===== config.mk =====
export PLATFORM = sky130hd
export DESIGN_NAME = serial_adder_n
export DESIGN_NICKNAME = d
export VERILOG_FILES = /design/src/rtl/serial_adder_n_pkg.sv /design/src/rtl/serial_adder_n_adder_digit.sv /design/src/rtl/serial_adder_n.sv
export SDC_FILE = /design/constraint.sdc
export NUM_CORES = 1
export LEC_CHECK = 0
export BUFFER_PORTS_ARGS = -buffer_cell sky130_fd_sc_hd__buf_2
export CELL_PAD_IN_SITES_DETAIL_PLACEMENT = 0
export CELL_PAD_IN_SITES_GLOBAL_PLACEMENT = 1
export CORE_MARGIN = 4
export CORE_UTILIZATION = 42
export DETAILED_ROUTE_END_ITERATION = 16
export PLACE_DENSITY = 0.76
export SETUP_SLACK_MARGIN = 0.1
export SLEW_MARGIN = 0
export SYNTH_ARGS = -nofsm -noshare
export SYNTH_HDL_FRONTEND = slang
export SYNTH_HIERARCHICAL = 1
export SYNTH_SLANG_ARGS = --single-unit
export TNS_END_PERCENT = 100

===== constraint.sdc =====
create_clock -name clk -period 3.34 [get_ports clk]
set_input_delay 0.334 -clock clk [delete_from_list [all_inputs] [get_ports clk]]
set_output_delay 0.334 -clock clk [all_outputs]
set_load 0.005 [all_outputs]

===== src/rtl/serial_adder_n_pkg.sv =====
// Shared types and helpers for the digit-serial adder/subtractor.
package serial_adder_n_pkg;

    // Controller states
    typedef enum logic [1:0] {
        S_IDLE = 2'd0,
        S_RUN  = 2'd1,
        S_DONE = 2'd2
    } state_e;

    // Width of the digit index counter: clog2(ndig), never below one bit
    function automatic int unsigned idx_width(input int unsigned ndig);
        return (ndig <= 1) ? 1 : $clog2(ndig);
    endfunction

endpackage


===== src/rtl/serial_adder_n_adder_digit.sv =====
// DIGIT-bit ripple-carry slice; one instance is time-shared across all digits.
module adder_digit #(
    parameter int unsigned DIGIT = 2
) (
    input  logic [DIGIT-1:0] a,
    input  logic [DIGIT-1:0] b,
    input  logic             ci,
    output logic [DIGIT-1:0] s,
    output logic             co
);

    logic carry;

    // Ripple the carry through the slice bit by bit
    always_comb begin
        s     = '0;
        carry = ci;
        for (int i = 0; i < int'(DIGIT); i++) begin
            s[i]  = a[i] ^ b[i] ^ carry;
            carry = (a[i] & b[i]) | (carry & (a[i] ^ b[i]));
        end
        co = carry;
    end

endmodule


===== src/rtl/serial_adder_n.sv =====
// Digit-serial two's-complement adder/subtractor with start/busy/done handshake.
module serial_adder_n
    import serial_adder_n_pkg::*;
#(
    parameter int unsigned WIDTH = 8,
    parameter int unsigned DIGIT = 2
) (
    input  logic             clk,
    input  logic             rst,
    input  logic             start,
    input  logic             sub,
    input  logic [WIDTH-1:0] A,
    input  logic [WIDTH-1:0] B,
    input  logic             cin,
    output logic             busy,
    output logic             done,
    output logic [WIDTH-1:0] Sum,
    output logic             cout,
    output logic             overflow,
    output logic             zero
);

    localparam int unsigned NDIG = WIDTH / DIGIT;
    localparam int unsigned IDXW = idx_width(NDIG);
    localparam logic [IDXW-1:0] LAST_IDX = IDXW'(NDIG - 1);

    // Reject illegal parameter combinations at elaboration
    if (WIDTH < 2 || DIGIT < 1 || DIGIT > WIDTH || (WIDTH % DIGIT) != 0) begin : g_param_check
        $error("serial_adder_n: illegal WIDTH/DIGIT combination");
    end

    state_e           state_q, state_d;
    logic [WIDTH-1:0] a_q, a_d;
    logic [WIDTH-1:0] b_q, b_d;
    logic             c_q, c_d;
    logic [IDXW-1:0]  idx_q, idx_d;
    logic [WIDTH-1:0] sum_q, sum_d;
    logic             cout_q, cout_d;
    logic             ovf_q, ovf_d;
    logic             zero_q, zero_d;
    logic             busy_q, busy_d;
    logic             done_q, done_d;

    logic [DIGIT-1:0] dig_a, dig_b, dig_s;
    logic             dig_co;
    logic             accept;

    // Select the current digit of both operands
    always_comb begin
        dig_a = '0;
        dig_b = '0;
        for (int i = 0; i < int'(NDIG); i++) begin
            if (idx_q == IDXW'(i)) begin
                dig_a = a_q[i*DIGIT +: DIGIT];
                dig_b = b_q[i*DIGIT +: DIGIT];
            end
        end
    end

    adder_digit #(
        .DIGIT (DIGIT)
    ) u_adder_digit (
        .a  (dig_a),
        .b  (dig_b),
        .ci (c_q),
        .s  (dig_s),
        .co (dig_co)
    );

    // Next-state, datapath and flag update
    always_comb begin
        state_d = state_q;
        a_d     = a_q;
        b_d     = b_q;
        c_d     = c_q;
        idx_d   = idx_q;
        sum_d   = sum_q;
        cout_d  = cout_q;
        ovf_d   = ovf_q;
        zero_d  = zero_q;
        accept  = start && (state_q == S_IDLE || state_q == S_DONE);

        unique case (state_q)
            S_RUN: begin
                for (int i = 0; i < int'(NDIG); i++) begin
                    if (idx_q == IDXW'(i)) begin
                        sum_d[i*DIGIT +: DIGIT] = dig_s;
                    end
                end
                c_d   = dig_co;
                idx_d = idx_q + IDXW'(1);
                if (idx_q == LAST_IDX) begin
                    state_d = S_DONE;
                    idx_d   = '0;
                    cout_d  = dig_co;
                    ovf_d   = (a_q[WIDTH-1] == b_q[WIDTH-1]) && (sum_d[WIDTH-1] != a_q[WIDTH-1]);
                    zero_d  = ~|sum_d;
                end
            end
            S_DONE:  state_d = S_IDLE;
            default: state_d = state_q;
        endcase

        // Accept in IDLE or DONE; DONE-accept gives back-to-back operation
        if (accept) begin
            state_d = S_RUN;
            a_d     = A;
            b_d     = sub ? ~B : B;
            c_d     = sub ? 1'b1 : cin;
            idx_d   = '0;
        end

        busy_d = (state_d == S_RUN);
        done_d = (state_d == S_DONE);
    end

    // State and datapath registers
    always_ff @(posedge clk or posedge rst) begin
        if (rst) begin
            state_q <= S_IDLE;
            a_q     <= '0;
            b_q     <= '0;
            c_q     <= 1'b0;
            idx_q   <= '0;
            sum_q   <= '0;
            cout_q  <= 1'b0;
            ovf_q   <= 1'b0;
            zero_q  <= 1'b1;
            busy_q  <= 1'b0;
            done_q  <= 1'b0;
        end else begin
            state_q <= state_d;
            a_q     <= a_d;
            b_q     <= b_d;
            c_q     <= c_d;
            idx_q   <= idx_d;
            sum_q   <= sum_d;
            cout_q  <= cout_d;
            ovf_q   <= ovf_d;
            zero_q  <= zero_d;
            busy_q  <= busy_d;
            done_q  <= done_d;
        end
    end

    assign busy     = busy_q;
    assign done     = done_q;
    assign Sum      = sum_q;
    assign cout     = cout_q;
    assign overflow = ovf_q;
    assign zero     = zero_q;

endmodule

# After elaboration in Yosys (flattened, before gate mapping)
# Index checks and enable logic that the tools add are counted.
# op_classes
n_eq_ne	9
n_reduce_logical	9
bitwise	11
muxes	26
addsub	1
# op_table
operator	n
two-way mux 2 bit	21
== test 2 bit (second input constant)	4
two-way mux 8 bit	1
NOT 8 bit	1
OR reduction 8 bit	1
== test 2 x 1 -> 1 bit (second input constant)	3
AND 1 bit	4
logical NOT 2 bit	2
case mux 2 bit (2 select lines)	1
XOR 1 bit	4
two-way mux 1 bit	3
adder 2 x 1 -> 2 bit (second input constant)	1
logical AND 1 bit	2
bitwise OR 1 bit	2
AND reduction 2 bit	1
nonzero test 2 bit	1
== test 1 bit	1
logical NOT 1 bit	1
logical OR 1 bit	1
inequality test 1 bit	1
# word_totals
wordCells	67
out_inout_bits	13
regBits	34

# Logic depth before layout (Yosys ltp)
# Gate-level depths: netlist of run 1.
# depth
depth_word	13
ltp_mapped	13

# Cells and area by module
# Netlist of run 1, hierarchy kept.
# by_module_without_submodules
module	cells_per_inst	area_per_inst_um2	seq_area_each_um2	n_inst
serial_adder_n	177	1735.4	852.1	1
adder_digit	10	70.1	0.0	1

# Worst setup path before layout of run 1
# No wires, ideal clock.
# synth_path
path_kind	register -> register
from	register idx_q[1]
to	register ovf_q, in the netlist overflow
required_ps	3258
slack_ps	371
arrival_time_ps	2887
setup_time_ps	82
period_less_slack_ps	2969
path_stages_with_launch	14
path_cell_list	dfrtp_1 inv_1 ha_1 buf_2 nor2b_1 a221oi_1 o31ai_1 inv_1 fa_1 fa_1 inv_1 mux2i_1 or3_1 a31oi_1
# synth_via
elab_chain_len	13
# synth_rtl
item	line_no	rtl
start, declared	serial_adder_n.sv:36	logic [IDXW-1:0] idx_q, idx_d;
start signal, assigned	serial_adder_n.sv:136	idx_q <= idx_d;
logical NOT 2 bit	serial_adder_n.sv:53	if (idx_q == IDXW'(i)) begin
two-way mux 2 bit (3 in a row)	serial_adder_n.sv:53	
two-way mux 2 bit *	serial_adder_n.sv:53	
named net dig_a[0]	serial_adder_n.sv:44	logic [DIGIT-1:0] dig_a, dig_b, dig_s;
XOR 1 bit	serial_adder_n_adder_digit.sv:20	carry = (a[i] & b[i]) | (carry & (a[i] ^ b[i]));
AND 1 bit	serial_adder_n_adder_digit.sv:20	
bitwise OR 1 bit *	serial_adder_n_adder_digit.sv:20	
XOR 1 bit *	serial_adder_n_adder_digit.sv:19	s[i] = a[i] ^ b[i] ^ carry;
named net dig_s[1]	serial_adder_n.sv:44	
two-way mux 2 bit *	serial_adder_n.sv:86	if (idx_q == IDXW'(i)) begin
two-way mux 2 bit *	serial_adder_n.sv:83	unique case (state_q)
inequality test 1 bit *	serial_adder_n.sv:96	ovf_d = (a_q[WIDTH-1] == b_q[WIDTH-1]) && (sum_d[WIDTH-1] != a_q[WIDTH-1]);
logical AND 1 bit *	serial_adder_n.sv:96	
end signal, assigned	serial_adder_n.sv:139	ovf_q <= ovf_d;
end, declared	serial_adder_n.sv:39	logic ovf_q, ovf_d;
# Mark *: on every way through the listed nets, which the timed path passes. The rest lies on a longest branch. The select of a mux whose other input is x is not followed.
# A chain may end at the register's enable or synchronous reset.

# Worst setup path after layout of run 1
# Same ends and word-level chain as after synthesis.

==> metrics.csv, run 1 <==
stage,metric,value,unit
synth,syn_inst,187,
final_layout,nNetsFinal,257,
clocking,cts.sinks,34,
route,dr.pass1.iters,4,
die,start_util,0.442,
clocking,h-tree-depth,2,
global_routing,grt_pass1_vias,1386,
die,die_y,73.6,µm
sta,maxSlewViolCount,0,
synth,yosysWarnings,6,
placement,dp_hpwl,2.76,mm
route,first_iter_violations,54,
route,avgRoutedWirePerCell,13.1,µm
synth,synth_top_area_frac,0.457,
power,power_leakage,1.03,nW
final_layout,drive_gt1_frac,0.280,
synth,synth.ff_latch_count,34,
route,drt_wl_total,3.59,mm
power,power.density,1050,nW/µm²
synth,ys.flop_type,dfrtp_1,
die,core_area,4090,µm²
sta,worstMarginPinSlew,0.932,ns
hold_path,hold_class,in2async,
global_routing,grt_pass1_wl,6.13,mm
final_layout,final_area,2140,µm²
synth,postSynthAreaPerCell,9.65,µm²
placement,gp_congestion,0.765,
sta,fin_setup_tns,0,ns
synth,seq_area_frac_synth,0.472,
placement,dpl_cell_area,2010,µm²
sta,period_needed,3.01,ns
flow_run,drv_cap,0,
sta,rsz0062_at_grt,false,
synth,synth_area,1810,µm²
setup_path,arrival,3.21,ns
clocking,clkLatencyLatePin,0.27,ns
route,ant_nets,0,
clocking,numCtsBuffers,5,
synth,synth.distinct_cells,35,
setup_path,crit_chain,inv_2 -> ha_1 -> nor2b_2 -> a221oi_1 -> o31ai_1 -> inv_1 -> fa_1 -> fa_1 -> inv_2 -> mux2i_1 -> or3_1 -> a31oi_1,
power,vdd_drop_max,0.000331,V
clocking,cts_buffer_depth,2,
setup_path,cp-end-kind,flip-flop,
final_layout,seq_area,853,µm²
synth,async_flop_share,1.00,
synth,synth-edff-count,0,
sta,worst_slack,0.332,ns
setup_path,worst-setup-path-type,reg2reg,
global_routing,grt_max_degree,35,
synth,yosysTopAreaCell,dfrtp_1,
final_layout,multi_input_area,878,µm²
setup_path,start_kind,flip-flop,
final_layout,nFillCells,395,
sta,fin_skew,0.00293,ns
clocking,cts-hold-fix-buffers,0,
synth,yosys.cell_count.top_type,nand2_1,
synth,synthTopCellsByArea,"dfrtp_1 46%, nand2_1 8.3%, ha_1 6.9%",
final_layout,areaGrowthSynthToFinish,18.6,%
sta,finalSetupViolCount,0,
global_routing,track_usage,0.145,
placement,pre_cts_slack,0.0569,ns
setup_path,cpPeakStageDelay,0.46,ns
clocking,clk_pin_slew,0.06,ns
sta,finalCritPeriodShare,0.901,
clocking,clk_root_buffer_cell,clkbuf_8,
global_routing,antenna_found_initial,0,
die,design.die.area,5410,µm²
synth,syn-num-nets,220,
die,pin_count,34,
die,rows,23,
setup_path,path_max_fanout,7,
route,vias_per_cell,5.01,
sta,hold_violations,0,
outcome,outcome,completed,
die,die_x,73.6,µm
sta,maxSlewHeadroom,0.379,
route,num_vias,1378,
sta,fmax,332,MHz
setup_path,required,3.54,ns
placement,port-buffer-count,33,
setup_path,slowest_stage,fa_1,
synth,synth_common_cells,"40 x nand2_1, 33 x dfrtp_1, 16 x inv_1",
route,drc,0,
setup_path,reg2reg_depth,12,
clocking,cts_tree,done,
final_layout,antenna_cells,0,
global_routing,overflow,0,
## critical path, delay by kind of cell (launching register included)
kind	cells	cell delay, ns
AOI/OAI and AO/OA	3	0.48
adders and majority gates	3	1.06
buffers and inverters	3	0.33
DFF	1	0.43
muxes	1	0.12
and+or+nand+nor	2	0.51
## metrics by stage
stage / hold slack, ns / util / total power (W) / instances
after global routing: 0.190 / 0.524 / 0.00247 / 275
after CTS: 0.144 / 0.514 / 0.00222 / 272
after global placement: 0.440 / 0.491 / 0.00186 / 264
after floorplan: 0.439 / - / 0.00159 / 187
final: 0.136 / 0.524 / 0.00225 / 275
after detailed placement: 0.450 / 0.491 / 0.00191 / 264
## layout make-up
cell class | count | share of cell area
Multi-Input combinational cell | 130 | 0.410
Sequential cell | 34 | 0.399
Timing Repair Buffer | 37 | 0.0912
Clock buffer | 7 | 0.0403
Tap cell | 50 | 0.0292
Inverter | 16 | 0.0281
Clock inverter | 1 | 0.00234
## power breakdown
group | total, W | internal, W | switching (W)
clock network | 0.000300 | 0.000166 | 0.000134
registers | 0.000757 | 0.000617 | 0.000140
logic | 0.00120 | 0.000524 | 0.000673
total | 0.00225 | 0.00131 | 0.000948
## layout by cell type (no fill, tap or decap), types with 5 or more instances in the layout
master	instances
dfrtp_1	32
buf_2	33
mux2_2	8
xnor2_1	8
clkbuf_8	6
inv_1	13
nor2_1	6
o21ai_0	14
nor2b_1	5
nand2_1	40
ha_1	7
## worst paths after layout
kind	slack (ns)	startpoint	to
max	0.33	idx_q[1]$_DFFE_PP0P_	overflow$_DFFE_PP0P_
max reg2reg	0.33	idx_q[1]$_DFFE_PP0P_	overflow$_DFFE_PP0P_
min	0.14	rst	a_q[5]$_DFFE_PP0N_
min reg2reg	0.47	zero$_DFFE_PP1P_	zero$_DFFE_PP1P_
min in group clk	0.24	A[2]	a_q[2]$_DFFE_PP0N_
max in group asynchronous	2.88	rst	zero$_DFFE_PP1P_
## flip-flops by register name (all words and copies together), names as in the netlist
signal	cells
busy	1
idx_q	2
a_q	8
state_q	2
cout	1
b_q	8
Sum	8
done	1
zero	1
overflow	1
c_q	1
## what timing repair did
action | 4_1_cts | 5_1_grt
resized for setup | 2 | 7
buffers inserted | 0 | 3
endpoints found under the setup margin | 1 | 2
pin swaps | 0 | 1
## logic make-up (layout without fill, tap and decap cells)
group | Yosys count | after routing | synth area share
XOR/XNOR | 8 | 8 | 0.0388
multiplexers | 9 | 9 | 0.0554
AND/OR/NAND/NOR | 64 | 64 | 0.155
flip-flops | 34 | 34 | 0.472
buffers and inverters | 23 | 61 | 0.0527
AO/OA/AOI/OAI | 37 | 37 | 0.135
adder cells (fa/ha/maj) | 12 | 12 | 0.0915
## routing by layer
layer | vias to the layer above | track usage | part of all wire
met1 | 655 | 0.177 | 0.45
met2 | 30 | 0.249 | 0.50
li1 | 691 | - | -
met5 | - | 0 | 0
met4 | 0 | 0.0423 | 0.0067
met3 | 2 | 0.0410 | 0.046
Note: power is estimated with default switching activity, not from simulation.
==> run 2, diff against run 1 <==
--- a/config.mk
+++ b/config.mk
@@ -8,10 +8,11 @@
 export BUFFER_PORTS_ARGS = -buffer_cell sky130_fd_sc_hd__buf_2
 export CELL_PAD_IN_SITES_DETAIL_PLACEMENT = 0
 export CELL_PAD_IN_SITES_GLOBAL_PLACEMENT = 1
+export CORE_ASPECT_RATIO = 1.75
 export CORE_MARGIN = 4
-export CORE_UTILIZATION = 42
+export CORE_UTILIZATION = 44
 export DETAILED_ROUTE_END_ITERATION = 16
-export PLACE_DENSITY = 0.76
+export PLACE_DENSITY = 0.79
 export SETUP_SLACK_MARGIN = 0.1
 export SLEW_MARGIN = 0
 export SYNTH_ARGS = -nofsm -noshare
==> constraint.sdc (replaced) <==
create_clock -name clk -period 3.7 [get_ports clk]
set_input_delay 0.37 -clock clk [delete_from_list [all_inputs] [get_ports clk]]
set_output_delay 0.37 -clock clk [all_outputs]
set_load 0.005 [all_outputs]
==> metrics.csv, run 2 (synthesis results as in run 1) <==
stage,metric,value,unit
clocking,cts_buffer_depth,2,
final_layout,final_cells,270,
final_layout,nFillCells,361,
final_layout,antenna_cells,0,
outcome,outcome,completed,
power,power,0.00207,W
power,vdd_drop_max,0.000466,V
final_layout,areaGrowthSynthToFinish,17.0,%
global_routing,track_usage,0.162,
setup_path,path_max_fanout,9,
global_routing,grt_pass1_wl,6.60,mm
die,start_util,0.463,
setup_path,r2r_setup_slack,0.40,ns
clocking,cts_tree,done,
final_layout,drive_gt1_frac,0.234,
clocking,cts.sinks,34,
power,power.density,978,nW/µm²
setup_path,required,3.91,ns
die,rows,30,
die,design.die.area,5230,µm²
sta,finalSetupViolCount,0,
die,pin_count,34,
sta,fin_skew,0.00278,ns
setup_path,arrival,3.51,ns
global_routing,antenna_found_initial,0,
clocking,clkLatencyLatePin,0.28,ns
setup_path,worst-setup-path-type,reg2reg,
sta,fin_setup_tns,0,ns
global_routing,grt_max_degree,29,
die,core_area,3900,µm²
route,drt_wl_total,3.89,mm
clocking,clk_root_buffer_cell,clkbuf_8,
die,die_x,56.4,µm
route,drc,0,
placement,gp_congestion,0.776,
final_layout,layout_commonest_cell,nand2_1,
placement,dp_hpwl,3.08,mm
sta,period_needed,3.30,ns
sta,finalCritPeriodShare,0.891,
clocking,numCtsBuffers,5,
setup_path,start_kind,flip-flop,
clocking,post_cts_buffers,0,
route,vias_per_cell,5.05,
route,ant_nets,0,
placement,dp_cells,262,
flow_run,drv_cap,0,
sta,maxSlewHeadroom,0.382,
sta,maxSlewViolCount,0,
sta,worstMarginPinSlew,0.926,ns
die,die_y,92.7,µm
setup_path,reg2reg_depth,12,
route,dr.pass1.iters,4,
setup_path,r2r_end,overflow$_DFFE_PP0P_,
sta,fin_hold_ws,0.0767,ns
final_layout,nNetsFinal,254,
final_layout,final_util,0.541,
global_routing,grt_pass1_vias,1455,
setup_path,reg2reg_from,idx_q[1]$_DFFE_PP0P_,
sta,fmax,303,MHz
placement,port-buffer-count,33,
route,num_vias,1364,
sta,rsz0062_at_grt,false,
clocking,h-tree-depth,2,
final_layout,final_cell_mix,"40 x nand2_1, 33 x dfrtp_1, 33 x buf_2",
setup_path,cp-end-kind,flip-flop,
clocking,clk_pin_slew,0.07,ns
sta,hold_violations,0,
power,power_leakage,1.03,nW
route,avgRoutedWirePerCell,14.4,µm
route,first_iter_violations,19,
global_routing,overflow,0,
hold_path,hold_class,in2async,
==> run 2: cell types whose count changed in the layout (fill, tap and decap cells not counted), sizes merged <==
cell | before | now
bufinv | 0 | 1
buf | 37 | 34
clkinv | 1 | 0
==> run 2: worst max-delay path by stage <==
stage,startpoint,end
6_report,idx_q[1]$_DFFE_PP0P_,overflow$_DFFE_PP0P_
5_1_grt,idx_q[1]$_DFFE_PP0P_,overflow$_DFFE_PP0P_
4_1_cts,idx_q[1]$_DFFE_PP0P_,overflow$_DFFE_PP0P_
3_5_place_dp,idx_q[1]$_DFFE_PP0P_,overflow$_DFFE_PP0P_
3_3_place_gp,idx_q[1]$_DFFE_PP0P_,overflow$_DFFE_PP0P_
2_1_floorplan,idx_q[1]$_DFFE_PP0P_,overflow$_DFFE_PP0P_
==> run 2: cell type report <==
type | instances | area [µm²] | share of cell area
Multi-Input combinational cell | 130 | 861 | 0.408
Sequential cell | 34 | 852 | 0.403
Timing Repair Buffer | 34 | 173 | 0.0818
Clock buffer | 7 | 76.3 | 0.0361
Inverter | 16 | 60.1 | 0.0284
Tap cell | 48 | 60.1 | 0.0284
Clock inverter | 1 | 30.0 | 0.0142
==> run 2: stage by stage <==
step	worst slack (ns)	cell area (µm²)
floorplan	0.731	1810
global placement	0.593	2000
detailed placement	0.420	2000
CTS	0.409	2110
global route	0.123	2110
finish	0.402	2110
==> run 2: power breakdown <==
part,switching (W),internal [W],leakage [nW]
Clock,0.000127,0.000201,0.0524
Sequential,0.000132,0.000556,0.415
Combinational,0.000612,0.000438,0.562
Total,0.000871,0.00120,1.03
==> run 2: critical path, cell delays in order, from the launching register on <==
cell      delay (ns)
dfrtp_1         0.42
inv_1           0.10
ha_1            0.31
nor2b_2         0.21
a221oi_1        0.11
o31ai_1         0.28
inv_1           0.10
fa_1            0.43
fa_1            0.43
inv_1           0.18
mux2i_1         0.14
or3_1           0.34
a31oi_1         0.17
==> run 2: layer usage <==
layer | GRT usage | up-vias | share of wire
met5 | 0 | - | 0
met4 | 0.0634 | 0 | 0.016
met3 | 0.0418 | 6 | 0.050
met2 | 0.304 | 35 | 0.56
met1 | 0.165 | 637 | 0.38
li1 | - | 686 | -
==> run 2: timing repair <==
item / in CTS / in global routing
hold buffers: 0 / 0
gates resized for setup: 0 / 1
setup endpoints to repair: 0 / 1
